==> src/rtl/pe_pkg.sv <==
// pe_pkg: shared fixed-point helpers for the processing-element array.
package pe_pkg;
   localparam int DEF_WIDTH = 8;
   localparam int DEF_FRAC  = 0;
   localparam int MAXW      = 64;
   typedef logic signed [MAXW-1:0] wide_t;
   function automatic wide_t smax(input int w);
      return (wide_t'(1) <<< (w - 1)) - wide_t'(1);
   endfunction
   function automatic wide_t smin(input int w);
      return -(wide_t'(1) <<< (w - 1));
   endfunction
   function automatic wide_t clamp(input wide_t v, input int w);
      return v > smax(w) ? smax(w) : v < smin(w) ? smin(w) : v;
   endfunction
   // half-LSB of the output format, added before the shift for round half-up
   function automatic wide_t rnd_const(input int f);
      return f > 0 ? wide_t'(1) <<< (f - 1) : '0;
   endfunction
   localparam wide_t DEF_MAX = smax(DEF_WIDTH);
   localparam wide_t DEF_MIN = smin(DEF_WIDTH);
endpackage

==> src/rtl/pe_fixmul_sat.sv <==
// pe_fixmul_sat: combinational y + scale(a*b) with optional rounding and saturation.
module pe_fixmul_sat
   import pe_pkg::*;
#(
   parameter int WIDTH    = DEF_WIDTH,
   parameter int FRAC_BIT = DEF_FRAC
) (
   input  logic signed [WIDTH-1:0] a,
   input  logic signed [WIDTH-1:0] b,
   input  logic signed [WIDTH-1:0] y,
   input  logic                    rnd_en,
   input  logic                    sat_en,
   output logic signed [WIDTH-1:0] result,
   output logic                    ovf_raw
);
   localparam int PW = 2 * WIDTH;
   localparam wide_t YMAX = smax(WIDTH);
   localparam wide_t YMIN = smin(WIDTH);
   logic signed [PW-1:0] p, pr, s, rc;
   logic signed [PW:0]   r;
   wide_t                rw;
   assign rc      = PW'(rnd_const(FRAC_BIT));
   assign p       = a * b;
   assign pr      = p + (rnd_en ? rc : '0);
   assign s       = pr >>> FRAC_BIT;
   assign r       = (PW+1)'(y) + (PW+1)'(s);
   assign rw      = wide_t'(r);
   assign ovf_raw = rw > YMAX || rw < YMIN;
   assign result  = sat_en ? WIDTH'(clamp(rw, WIDTH)) : r[WIDTH-1:0];
endmodule

==> src/rtl/pe_pipe.sv <==
// pe_pipe: registered systolic PE with double-buffered weight, rounding,
// saturation and a sticky overflow flag.
module pe_pipe
   import pe_pkg::*;
#(
   parameter int WIDTH    = DEF_WIDTH,
   parameter int FRAC_BIT = DEF_FRAC
) (
   input  logic             clk,
   input  logic             rst,
   input  logic             en,
   input  logic             valid_in,
   input  logic [WIDTH-1:0] a_in,
   input  logic [WIDTH-1:0] y_in,
   output logic             valid_out,
   output logic [WIDTH-1:0] a_out,
   output logic [WIDTH-1:0] y_out,
   input  logic             b_wr,
   input  logic [WIDTH-1:0] b_in,
   output logic [WIDTH-1:0] b_out,
   input  logic             b_swap,
   input  logic             rnd_en,
   input  logic             sat_en,
   output logic             ovf,
   input  logic             ovf_clr
);
   logic [WIDTH-1:0] shadow, active, res;
   logic             ovf_raw, acc;
   pe_fixmul_sat #(.WIDTH(WIDTH), .FRAC_BIT(FRAC_BIT)) u_mul (
      .a(a_in), .b(active), .y(y_in), .rnd_en(rnd_en), .sat_en(sat_en),
      .result(res), .ovf_raw(ovf_raw)
   );
   assign acc   = en && valid_in;
   assign b_out = shadow;
   // the datapath reads the pre-edge active weight, so a sample on a swap edge uses the old one
   always_ff @(posedge clk or posedge rst) begin
      if (rst) begin
         valid_out <= 1'b0;
         a_out     <= '0;
         y_out     <= '0;
         shadow    <= '0;
         active    <= '0;
         ovf       <= 1'b0;
      end else begin
         if (b_wr) shadow <= b_in;
         if (b_swap) active <= shadow;
         if (en) valid_out <= valid_in;
         if (acc) begin
            a_out <= a_in;
            y_out <= res;
         end
         if (acc && ovf_raw) ovf <= 1'b1;
         else if (ovf_clr) ovf <= 1'b0;
      end
   end
endmodule

==> config.mk <==
export PLATFORM = sky130hd
export DESIGN_NAME = pe_pipe
export DESIGN_NICKNAME = d
export VERILOG_FILES = /design/src/rtl/pe_pkg.sv /design/src/rtl/pe_fixmul_sat.sv /design/src/rtl/pe_pipe.sv
export SDC_FILE = /design/constraint.sdc
export NUM_CORES = 1
export LEC_CHECK = 0
export CORE_ASPECT_RATIO = 0.75
export CORE_MARGIN = 1
export CORE_UTILIZATION = 50
export CTS_CLUSTER_DIAMETER = 60
export DETAILED_ROUTE_END_ITERATION = 10
export HOLD_SLACK_MARGIN = 0.1
export PLACE_DENSITY_LB_ADDON = 0.1
export SLEW_MARGIN = 40
export SYNTH_ARGS = -nofsm -noshare
export SYNTH_HDL_FRONTEND = slang
export SYNTH_SLANG_ARGS = --single-unit
==> constraint.sdc <==
create_clock -name clk -period 15.5 [get_ports clk]
set_clock_uncertainty 0.2 [all_clocks]
set_input_delay 3.1 -clock clk [delete_from_list [all_inputs] [get_ports clk]]
set_output_delay 3.1 -clock clk [all_outputs]
set_load 0.03 [all_outputs]
==> impl_results.md, run 1 <==
* RSZ-0062 raised after global routing: false
* Vias at 3074
* Ys Warns at 0
* Fillers at 703
* Total CTS buffers at 5
* CP endpoint kind: register
* Endpoints failing hold at 0
* Clock transition at the registers of the reported paths at 0.05 ns
* Crit Path Category: in -> reg
* Commonest register cell after synthesis: dfrtp_1
* Clock buffer depth at 2
* Via-to-Cell Ratio at between 5 and 6
* Top post-synthesis cells by count: inv_1, fa_1, ha_1
* Initial drt markers at between 100 and 150
* Run status: completed
* Post-route cell area at 0.00517 mm2
* CTS root buf: clkbuf_16
* Sum Neg Setup Slack at 0 ns
* Std cell rows at 29
* Crit path launch type: input pin
* Io pins at 59
* Final setup violation count at 0
* Net Count, Synth at 552
* Gpl congestion at 0.776
* Full die area at ~0.009 mm2
* Critical Path Most Common Cell: fa_1
* Crit path DAT at just over 9 ns
* ANT nets after route at 0
* Largest net degree at the start of global routing at 35
* # DRC at 0
* Clock latency on the worst-skew pair at 0.29 ns
* Postcts setup bufs at 0
* WL final at 8660 um
* # port buffers at between 50 and 60
* Fin. max-slew vios at 0
* Cts repair resizes at 0
* Top post-synthesis cells by area: fa_1, dfrtp_1, ha_1
* Pre-Repair DR Iteration Count at 4
* Post-synth EDFFs at 0
* All-Layer GR Usage at 21.3%
* Crit share post-route at 59.1%
* Mapped cell area at 0.00433 mm2
* Area delta synth->final at 19.4%
* Placed Area at 0.00500 mm2
* Share of the synthesized area in the top cell type at 30.5%
* Slowest cell delay on critical path at about 0.6 ns
* Syn_area_per_cell at 10.4 um2
* Register Area at between 800 and 900 um2
* Hold WC Path Type: reg -> reg
* First-pass GRT wire length at ~15000 um
* Setup ws final at 6.34 ns
* Worst-path cell chain: clkdlybuf4s50_1, and2_1, fa_1, inv_1, fa_1, inv_1, fa_1, fa_1, fa_1, ha_1, o21ai_0, o21ai_1, a211o_1, or4_4, o311a_4, a221o_1
* Share of cells above drive strength 1 at 8.92%
* Max_slew headroom at 51.7%
* Netlist cell types at 48
* Htree depth at 2
* Max Clk Rate at 0.109 GHz
* Area leader, netlist: fa_1
* CTS Sinks at 34
* Flops & latches, synth at 34
* Post-place setup slack at between 6 and 7 ns
* CP max stage cell: clkdlybuf4s50_1
* Worst Tran Pin Value at 0.723 ns
* Die H at 82.6 um
* Core ar. at approximately 0.0084 mm2
* Data required time of the critical path at roughly 15 ns
* Ant diodes at 0
* # hold bufs at CTS at 0
* Max_cap viols at 0
* Post-synth ARST share at 100%
* CTS tree: built
* Vias in the first global route at ~3000
* Starting Density at 51.5%
* Min Tclk post-route at ~9 ns
* Sequential fraction of the synthesis area at 19.6%
* Top-count cell post-synth: inv_1
* Grt ovf at 0
* Die W at 109 um
* Avg WL per Cell at 15.0 um
* Multi-input gate area at 0.00312 mm2
* Initial antenna violation count at 0
* Crit path max fanout at 9
* HPWL after DPL at 7030 um
* Fin nets at around 610
* Post-Synthesis Cells at 415
## cells in the final DEF, fill, tap and decap left out, drive strengths merged, types with 2 or more instances in the layout
master and n:
a41oi 2, a31oi 2, xor2 5, ha 38
dfrtp 34, clkbuf 5, inv 85, o211ai 4
and2 33, o21ai 5, a21o 3, clkdlybuf4s50 57
nor3b 2, fa 66, clkinvlp 2, nand4 2
xnor2 8, a221o 8, nor2 6, mux2 25
nand2 32, a211oi 4, and3 2, o2111a 2
nand2b 2, a21oi 12, nor2b 7
## state kept, by name (all words and copies together), names as in the netlist
name	cells
a_out	8
y_out	8
active	8
ovf	1
b_out	8
valid_out	1
## cell families after synthesis
family | Yosys count | share of synthesized area [%]
buf+inv | 95 | 8.32
compound gates | 52 | 10.1
simple gates | 92 | 11.4
mux | 25 | 6.50
xor+xnor | 13 | 2.63
fa+ha+maj | 104 | 41.5
flops | 34 | 19.6
## final timing paths
kind | slack [ns] | end | cells past startpoint | startpoint
min in group asynchronous | 3.02 | a_out[2] | 3 | rst
max in group asynchronous | 11.76 | ovf | 3 | rst
worst min-delay path | 0.31 | y_out[6] | 1 | y_out[6]
worst min register to register | 0.31 | y_out[6] | 1 | y_out[6]
worst max-delay path | 6.34 | y_out[5] | 16 | a_in[3]
worst max register to register | 9.27 | y_out[5] | 15 | active[3]
## per-stage QoR
step,utilization [%],hold slack (ns),cells
2_1_floorplan,-,0.375,415
3_3_place_gp,59.4,0.289,571
3_5_place_dp,59.4,0.296,571
4_1_cts,61.5,0.314,579
5_1_grt,61.5,0.335,579
6_report,61.5,0.309,579
## cell type report
| cell class | count | area share [%] |
|---|---|---|
| Inverter | 85 | 6.17 |
| Sequential cell | 34 | 16.4 |
| Tap cell | 108 | 2.61 |
| Timing Repair Buffer | 58 | 11.2 |
| Multi-Input combinational cell | 286 | 60.3 |
| Clock buffer | 5 | 2.42 |
| Clock inverter | 3 | 0.871 |
## worst max-delay path, delay by kind of cell
family	cells	cell delay [ns]
adders and majority gates	6	2.88
AOI/OAI and AO/OA	5	1.62
and+or+nand+nor	2	0.82
buffers and inverters	3	0.70
## layer usage
metal	global-route usage [%]	vias up	routed length (um)
met1	29.9	1539	4220
li1	-	1461	-
met5	0	-	0
met4	3.47	0	71
met2	34.7	64	3980
met3	4.87	10	393
Power of run 1 is left out: the tool's default activity adds up to more than one toggle a clock period on the data nets, which glitch-free logic cannot reach.
==> run 2, diff against run 1 <==
==> constraint.sdc (replaced) <==
create_clock -name clk -period 7.91 [get_ports clk]
set_clock_uncertainty 0.2 [all_clocks]
set_input_delay 1.582 -clock clk [delete_from_list [all_inputs] [get_ports clk]]
set_output_delay 1.582 -clock clk [all_outputs]
set_load 0.03 [all_outputs]
==> impl_results.md, run 2 (synthesis results as in run 1) <==
* Vias in the first global route at 3186
* Gpl congestion at 0.781
* ANT nets after route at 0
* First-pass GRT wire length at 15100 um
* Std cell rows at 29
* Grt ovf at 0
* WL met2 at about 4100 um
* Clock latency on the worst-skew pair at around 0.29 ns
* Htree depth at 2
* Data required time of the critical path at roughly 8 ns
* CTS root buf: clkbuf_16
* Final setup violation count at 0
* Io pins at 59
* M1 WL at 4460 um
* Fin. max-slew vios at 0
* Starting Density at between 50% and 60%
* All-Layer GR Usage at 22.2%
* Final core occ at just over 60%
* Worst Tran Pin Value at 0.733 ns
* Initial drt markers at 100
* Total CTS buffers at 5
* Sum Neg Setup Slack at 0 ns
* Crit share post-route at 96.2%
* Pre-Repair DR Iteration Count at 4
* Crit path max fanout at 9
* Die H at 82.6 um
* Crit path DAT at 7.58 ns
* Most common cell after layout, fill and taps aside: inv_1
* Ant diodes at 0
* Area delta synth->final at 20.9%
* Top sig layer: met4
* Cts repair resizes at 0
* Full die area at 0.00904 mm2
* Max_slew headroom at 51.0%
* Min Tclk post-route at 7.61 ns
* HPWL after DPL at 7230 um
* Endpoints failing hold at 0
* Avg WL per Cell at 15.6 um
* Max Clk Rate at 0.131 GHz
* # port buffers at 57
* CP endpoint kind: register
* Hold WC Path Type: reg -> reg
* Commonest non-fill, non-tap cells in the layout: inv_1, fa_1, clkdlybuf4s50_1, ha_1, dfrtp_1
* Core ar. at 0.00842 mm2
* # hold bufs at CTS at 0
* RSZ-0062 raised after global routing: false
* Die W at 109 um
* Met3 wire len at 427 um
* # DRC at 0
* Run status: completed
* Share of cells above drive strength 1 at 9.87%
* Fin nets at 612
* Initial antenna violation count at 0
* WL final at 9090 um
* Vias at 3050
* Max_cap viols at 0
* CTS Sinks at 34
* WHS at 0.304 ns
* Postcts setup bufs at 0
* CTS tree: built
* Clock transition at the registers of the reported paths at roughly 0.07 ns
* Via-to-Cell Ratio at roughly 5.2
* Crit path launch type: input pin
* Largest net degree at the start of global routing at 35
* Crit Path Category: in -> reg
* Clock buffer depth at 2
==> run 2: worst max-delay path, stage by stage <==
cell and delay, ns:
clkdlybuf4s50_1 0.69, nand2_1 0.14, fa_1 0.52, inv_1 0.06
fa_1 0.48, ha_1 0.29, inv_1 0.05, fa_1 0.55
inv_1 0.05, ha_1 0.34, fa_1 0.50, a211oi_1 0.55
o21ai_1 0.24, a211o_1 0.34, or4_4 0.55, o311a_4 0.37
a221o_1 0.28
==> run 2: worst paths after layout <==
kind                                 from       end  slack [ns]  cells after the start
worst max-delay path              a_in[4]  y_out[4]        0.30                     17
worst min-delay path             a_out[2]  a_out[2]        0.30                      1
worst max register to register  active[4]  y_out[4]        1.72                     15
worst min register to register   a_out[2]  a_out[2]        0.30                      1
max in group asynchronous             rst       ovf        5.70                      3
min in group asynchronous             rst  a_out[2]        1.49                      3
==> run 2: area by class of cell <==
| type | count | area (um2) |
|---|---|---|
| Sequential cell | 34 | 851 |
| Fill cell | 722 | 3180 |
| Tap cell | 108 | 135 |
| Clock buffer | 5 | 125 |
| Inverter | 85 | 319 |
| Timing Repair Buffer | 63 | 616 |
| Clock inverter | 3 | 68.8 |
| Multi-Input combinational cell | 286 | 3120 |
==> run 2: stage by stage <==
step,setup slack [ns],std cells,instance area [um2]
floorplan,0.980,415,4330
finish,0.300,584,5240
global placement,0.147,576,5040
CTS,0.312,584,5240
global route,0.0721,584,5240
detailed placement,0.0454,576,5040
==> run 2: layer usage <==
layer  track usage (%)  vias to the layer above
met5                 0                        -
li1                  -                     1462
met3              4.63                       12
met4              4.13                        0
met1              30.3                     1504
met2              36.9                       72
Power of run 2 is left out for the same reason.
==> run 3, diff against run 2 <==
--- a/config.mk
+++ b/config.mk
@@ -6,8 +6,7 @@
 export NUM_CORES = 1
 export LEC_CHECK = 0
 export CORE_ASPECT_RATIO = 0.75
-export CORE_MARGIN = 1
-export CORE_UTILIZATION = 50
+export CORE_UTILIZATION = 39
 export CTS_CLUSTER_DIAMETER = 60
 export DETAILED_ROUTE_END_ITERATION = 10
 export HOLD_SLACK_MARGIN = 0.1
==> impl_results.md, run 3 (synthesis results as in run 1) <==
* RSZ-0062 raised after global routing: false
* Vias in the first global route at approximately 3100
* # port buffers at 57
* Pre-Repair DR Iteration Count at 4
* Max Clk Rate at approximately 0.13 GHz
* Final setup violation count at 0
* Ant diodes at 0
* Via-to-Cell Ratio at 4.90
* Run status: completed
* Sum Neg Setup Slack at 0 ns
* Grt ovf at 0
* CP endpoint kind: register
* Endpoints failing hold at 0
* Clock buffer depth at 2
* Die W at about 120 um
* Total CTS buffers at 5
* Min Tclk post-route at around 7.5 ns
* Fillers at 986
* Crit path launch type: input pin
* Full die area at 0.0115 mm2
* WL final at around 9100 um
* Setup ws final at 0.383 ns
* Io pins at 59
* Data required time of the critical path at 7.87 ns
* Hold WC Path Type: reg -> reg
* Avg WL per Cell at 14.8 um
* CTS Sinks at 34
* Htree depth at 2
* First-pass GRT wire length at 15400 um
* Most common cell after layout, fill and taps aside: inv_1
* Final std cells w/o fill at 612
* Crit Path Category: in -> reg
* Largest net degree at the start of global routing at 35
* Gpl congestion at around 0.8
* Share of cells above drive strength 1 at 9.87%
* Std cell rows at 32
* Crit path DAT at 7.49 ns
* Area delta synth->final at 21.7%
* Cts repair resizes at 0
* Crit path max fanout at 9
* Post-place setup slack at 0.0810 ns
* Max_slew headroom at 51.4%
* Hold path cells at 1
* Initial antenna violation count at 0
* All-Layer GR Usage at 17.5%
* Starting Density at around 41%
* Clock transition at the registers of the reported paths at roughly 0.050 ns
* Worst Tran Pin Value at 0.728 ns
* CTS tree: built
* Placed Instances at 604
* Postcts setup bufs at 0
* # hold bufs at CTS at 0
* CTS root buf: clkbuf_16
* WHS at 0.307 ns
* ANT nets after route at 0
* Core ar. at 0.0105 mm2
* Max_cap viols at 0
* Clock latency on the worst-skew pair at 0.29 ns
* Fin nets at 612
* Fin. max-slew vios at 0
* # DRC at 0
* R2r worst-path depth at 15
* Commonest non-fill, non-tap cells in the layout: inv_1, fa_1, clkdlybuf4s50_1, ha_1, dfrtp_1
* HPWL after DPL at about 7500 um
* Crit share post-route at 95.2%
* Vias at 3001
* Initial drt markers at between 70 and 80
* Die H at 93.3 um
[run 3: cell counts in the layout (fill, tap and decap cells not counted)]
Identical to the previous run, type by type.
[run 3: through the flow]
step | util [%] | cell area, um2
3_5_place_dp | 48.2 | 5080
3_3_place_gp | 48.2 | 5080
4_1_cts | 50.0 | 5270
5_1_grt | 50.0 | 5270
2_1_floorplan | - | 4330
6_report | 50.0 | 5270
[run 3: per-layer routing]
| layer | wire length, um | track usage (%) | share of wire [%] |
|---|---|---|---|
| met1 | 4640 | 26.3 | 51 |
| met2 | 3870 | 25.5 | 43 |
| met3 | 502 | 4.15 | 5.5 |
| met4 | 62 | 3.31 | 0.68 |
| met5 | 0 | 0 | 0 |
[run 3: area by class of cell]
cell class              count  area [um2]  area share [%]
clock buffers               5         125            2.37
clock inverters             3        68.8            1.31
flip-flops and latches     34         851            16.1
multi-input cells         286        3120            59.2
inverters                  85         319            6.05
well taps                 136         170            3.23
repair buffers             63         616            11.7
[run 3: path summary, 6_finish.rpt]
| path | endpoint | slack (ns) | startpoint |
|---|---|---|---|
| hold / removal | a_out[3] | 0.31 | a_out[3] |
| setup / recovery | y_out[5] | 0.38 | a_in[7] |
| hold reg to reg | a_out[3] | 0.31 | a_out[3] |
| max in group asynchronous | a_out[1] | 5.69 | rst |
| min in group asynchronous | a_out[2] | 1.49 | rst |
| setup reg to reg | y_out[5] | 1.76 | active[0] |
[run 3: critical path, cell delays in order]
cell and delay, ns:
clkdlybuf4s50_1 0.62, and2_1 0.21, inv_1 0.06, fa_1 0.51, inv_1 0.06, fa_1 0.53
fa_1 0.44, fa_1 0.58, fa_1 0.42, ha_1 0.36, o21ai_0 0.43, o21ai_1 0.17
a211o_1 0.33, or4_4 0.55, o311a_4 0.36, a221o_1 0.26
Power of run 3 is left out for the same reason.
==> RTL change, RTL diff (settings of run 3) <==
Register the input `y_in` before use, cleared by the reset. The logic sees it one clock later. The other inputs are not delayed to match.
--- a/src/rtl/pe_pipe.sv
+++ b/src/rtl/pe_pipe.sv
@@ -24,10 +24,21 @@
    output logic             ovf,
    input  logic             ovf_clr
 );
+
+   logic [WIDTH-1:0] y_q;
+
+   always_ff @(posedge clk or posedge rst) begin
+      if (rst) begin
+         y_q <= '0;
+      end else begin
+         y_q <= y_in;
+      end
+   end
+
    logic [WIDTH-1:0] shadow, active, res;
    logic             ovf_raw, acc;
    pe_fixmul_sat #(.WIDTH(WIDTH), .FRAC_BIT(FRAC_BIT)) u_mul (
-      .a(a_in), .b(active), .y(y_in), .rnd_en(rnd_en), .sat_en(sat_en),
+      .a(a_in), .b(active), .y(y_q), .rnd_en(rnd_en), .sat_en(sat_en),
       .result(res), .ovf_raw(ovf_raw)
    );
    assign acc   = en && valid_in;
Check against the original RTL: not equivalent (Yosys sat finds a counterexample within 4 cycles, from zero or initial values and one cycle with rst high).
==> RTL change against run 3 <==
  * Area after synthesis up 6.5%
  * Final cell count grew 7.8%
  * Sequential cell count increased by 8
  * Wire length rose by 0.34%
  * Cell area increased by 5.6%
  * Synthesized cell count up 5.1%
  * Critical path depth is 4 higher
  * Worst setup slack gained 160 ps
  * Largest cell class unchanged
Power is not shown: default switching activity piles up to over one toggle a cycle in this logic, so the estimate is an artifact.
==> RTL change: results (changes against run 3) <==
Root Buffer: clkbuf_16
initial antenna violation count: 0 (unchanged)
Ys Warns: 0 (unchanged)
GRT Total Usage: 16.07% (-1.4 points)
latest clock arrival within the worst-skew pair: 290 ps (about the same)
CTS-repair resized insts: 0 (unchanged)
Arr. time, crit path: 7320 ps (-170 ps)
worst hold path type: flip-flop to flip-flop
count of different cell masters after synthesis: 47 (-2.1%)
routability cong.: 0.7911 (-1.9%)
H-tree level count: 2 (unchanged)
initial DRC count: 59 (-24%)
post-synthesis xor/xnor area fraction: 2.088% (-0.54 points)
top post-synthesis cells by area: fa_1, dfrtp_1, ha_1
FFs w/ async S/R, synth: 100.0% (unchanged)
Clock transition at path regs: 60 ps
first-pass GRT wire length: 15470 µm (+0.13%)
drt pass-1 iters: 4 (unchanged)
Post-synth top cells: inv_1, fa_1, dfrtp_1, ha_1, nand2_1
vias per inst: 4.732 (-3.5%)
Buffers on Ports: 57 (unchanged)
Slew headroom: 64.42% (+13 points)
outcome: finished clean
Final nets: 634 (+3.6%)
Routed WL: 9102 µm (+0.34%)
setup_tns: 0 ps (unchanged)
Synth Area in Compound Gates: 9.544% (-0.54 points)
Fill cells: 1118 (+13%)
post-DP HPWL: 7483 µm (+0.27%)
Post-Syn Nets: 573 (+3.8%)
largest net degree at the start of global routing: 43 (+23%)
Num CTS Buffers: 5 (unchanged)
CP max FO: 9 (unchanged)
multiplexer share of the synthesized area: 6.535% (+0.036 points)
CTS Buffer Depth: 2 (unchanged)
Post-CTS Setup Bufs: 0 (unchanged)
register area share after synthesis: 22.78% (+3.1 points)
ys flop type: dfrtp_1
vias in the first global route: 3217 (+3.7%)
Adder-Cell Fraction of Synth Area: 38.94% (-2.5 points)
share of cells above drive strength 1: 10.04% (+0.17 points)
antenna cells: 0 (unchanged)
[RTL change: changes by cell type after synthesis, sizes merged, moves of 3 or more]
cell	change
dfrtp	+8
a21oi	-5
a211o	+4
o21a	+4
nor2b	+3
[RTL change: final timing paths]
kind	startpoint	endpoint	slack, ps	depth (start not counted)
worst max register to register	active[1]	y_out[7]	1900	19
worst min register to register	a_out[2]	a_out[2]	310	1
worst max-delay path	a_in[7]	y_out[7]	540	20
worst min-delay path	a_out[2]	a_out[2]	310	1
min in group asynchronous	rst	y_out[1]	1540	3
max in group asynchronous	rst	y_q[7]	5600	3
[RTL change: metal layers]
layer,wire length (µm),global-route usage [%],vias up
li1,-,-,1543
met1,4756,23.60,1522
met2,3948,25.18,56
met3,368,3.113,2
met4,29,2.059,0
met5,0,0,-
[RTL change: logic make-up after synthesis]
| group | count (synthesis) |
|---|---|
| xor+xnor | 11 |
| mux | 27 |
| flops | 42 |
| simple gates | 100 |
| compound gates | 56 |
| buf+inv | 96 |
| fa+ha+maj | 104 |
[RTL change: area by class of cell]
type / instances / area, µm² / area share, %
Multi-Input combinational cell: 298 / 3189 / 57.31
Tap cell: 162 / 202.7 / 3.642
Timing Repair Buffer: 66 / 638.1 / 11.47
Inverter: 84 / 315.3 / 5.665
Clock buffer: 5 / 125.1 / 2.248
Clock inverter: 3 / 43.79 / 0.7869
Sequential cell: 42 / 1051 / 18.88
[RTL change: critical path: stages]
cell and delay (ps):
clkdlybuf4s50_1 540, and2_1 240, fa_1 510, inv_1 160, fa_1 740, inv_1 100
fa_1 510, inv_1 50, fa_1 490, inv_1 40, ha_1 320, ha_1 410
nor2_1 80, a2111oi_0 420, a2bb2oi_1 150, xnor2_1 320, nand3_1 210, nor3_2 200
buf_4 180, a211oi_1 60
[RTL change: metrics by stage]
step                      setup WS (ps)  area [µm²]  hold slack (ps)  instances
after global placement            288.9        5394            290.1        652
after floorplan                    1191        4614            377.9        436
after detailed placement          205.7        5394            296.0        652
after global routing              72.55        5565            331.4        660
final                             539.7        5565            309.5        660
after CTS                         469.2        5563            310.8        660
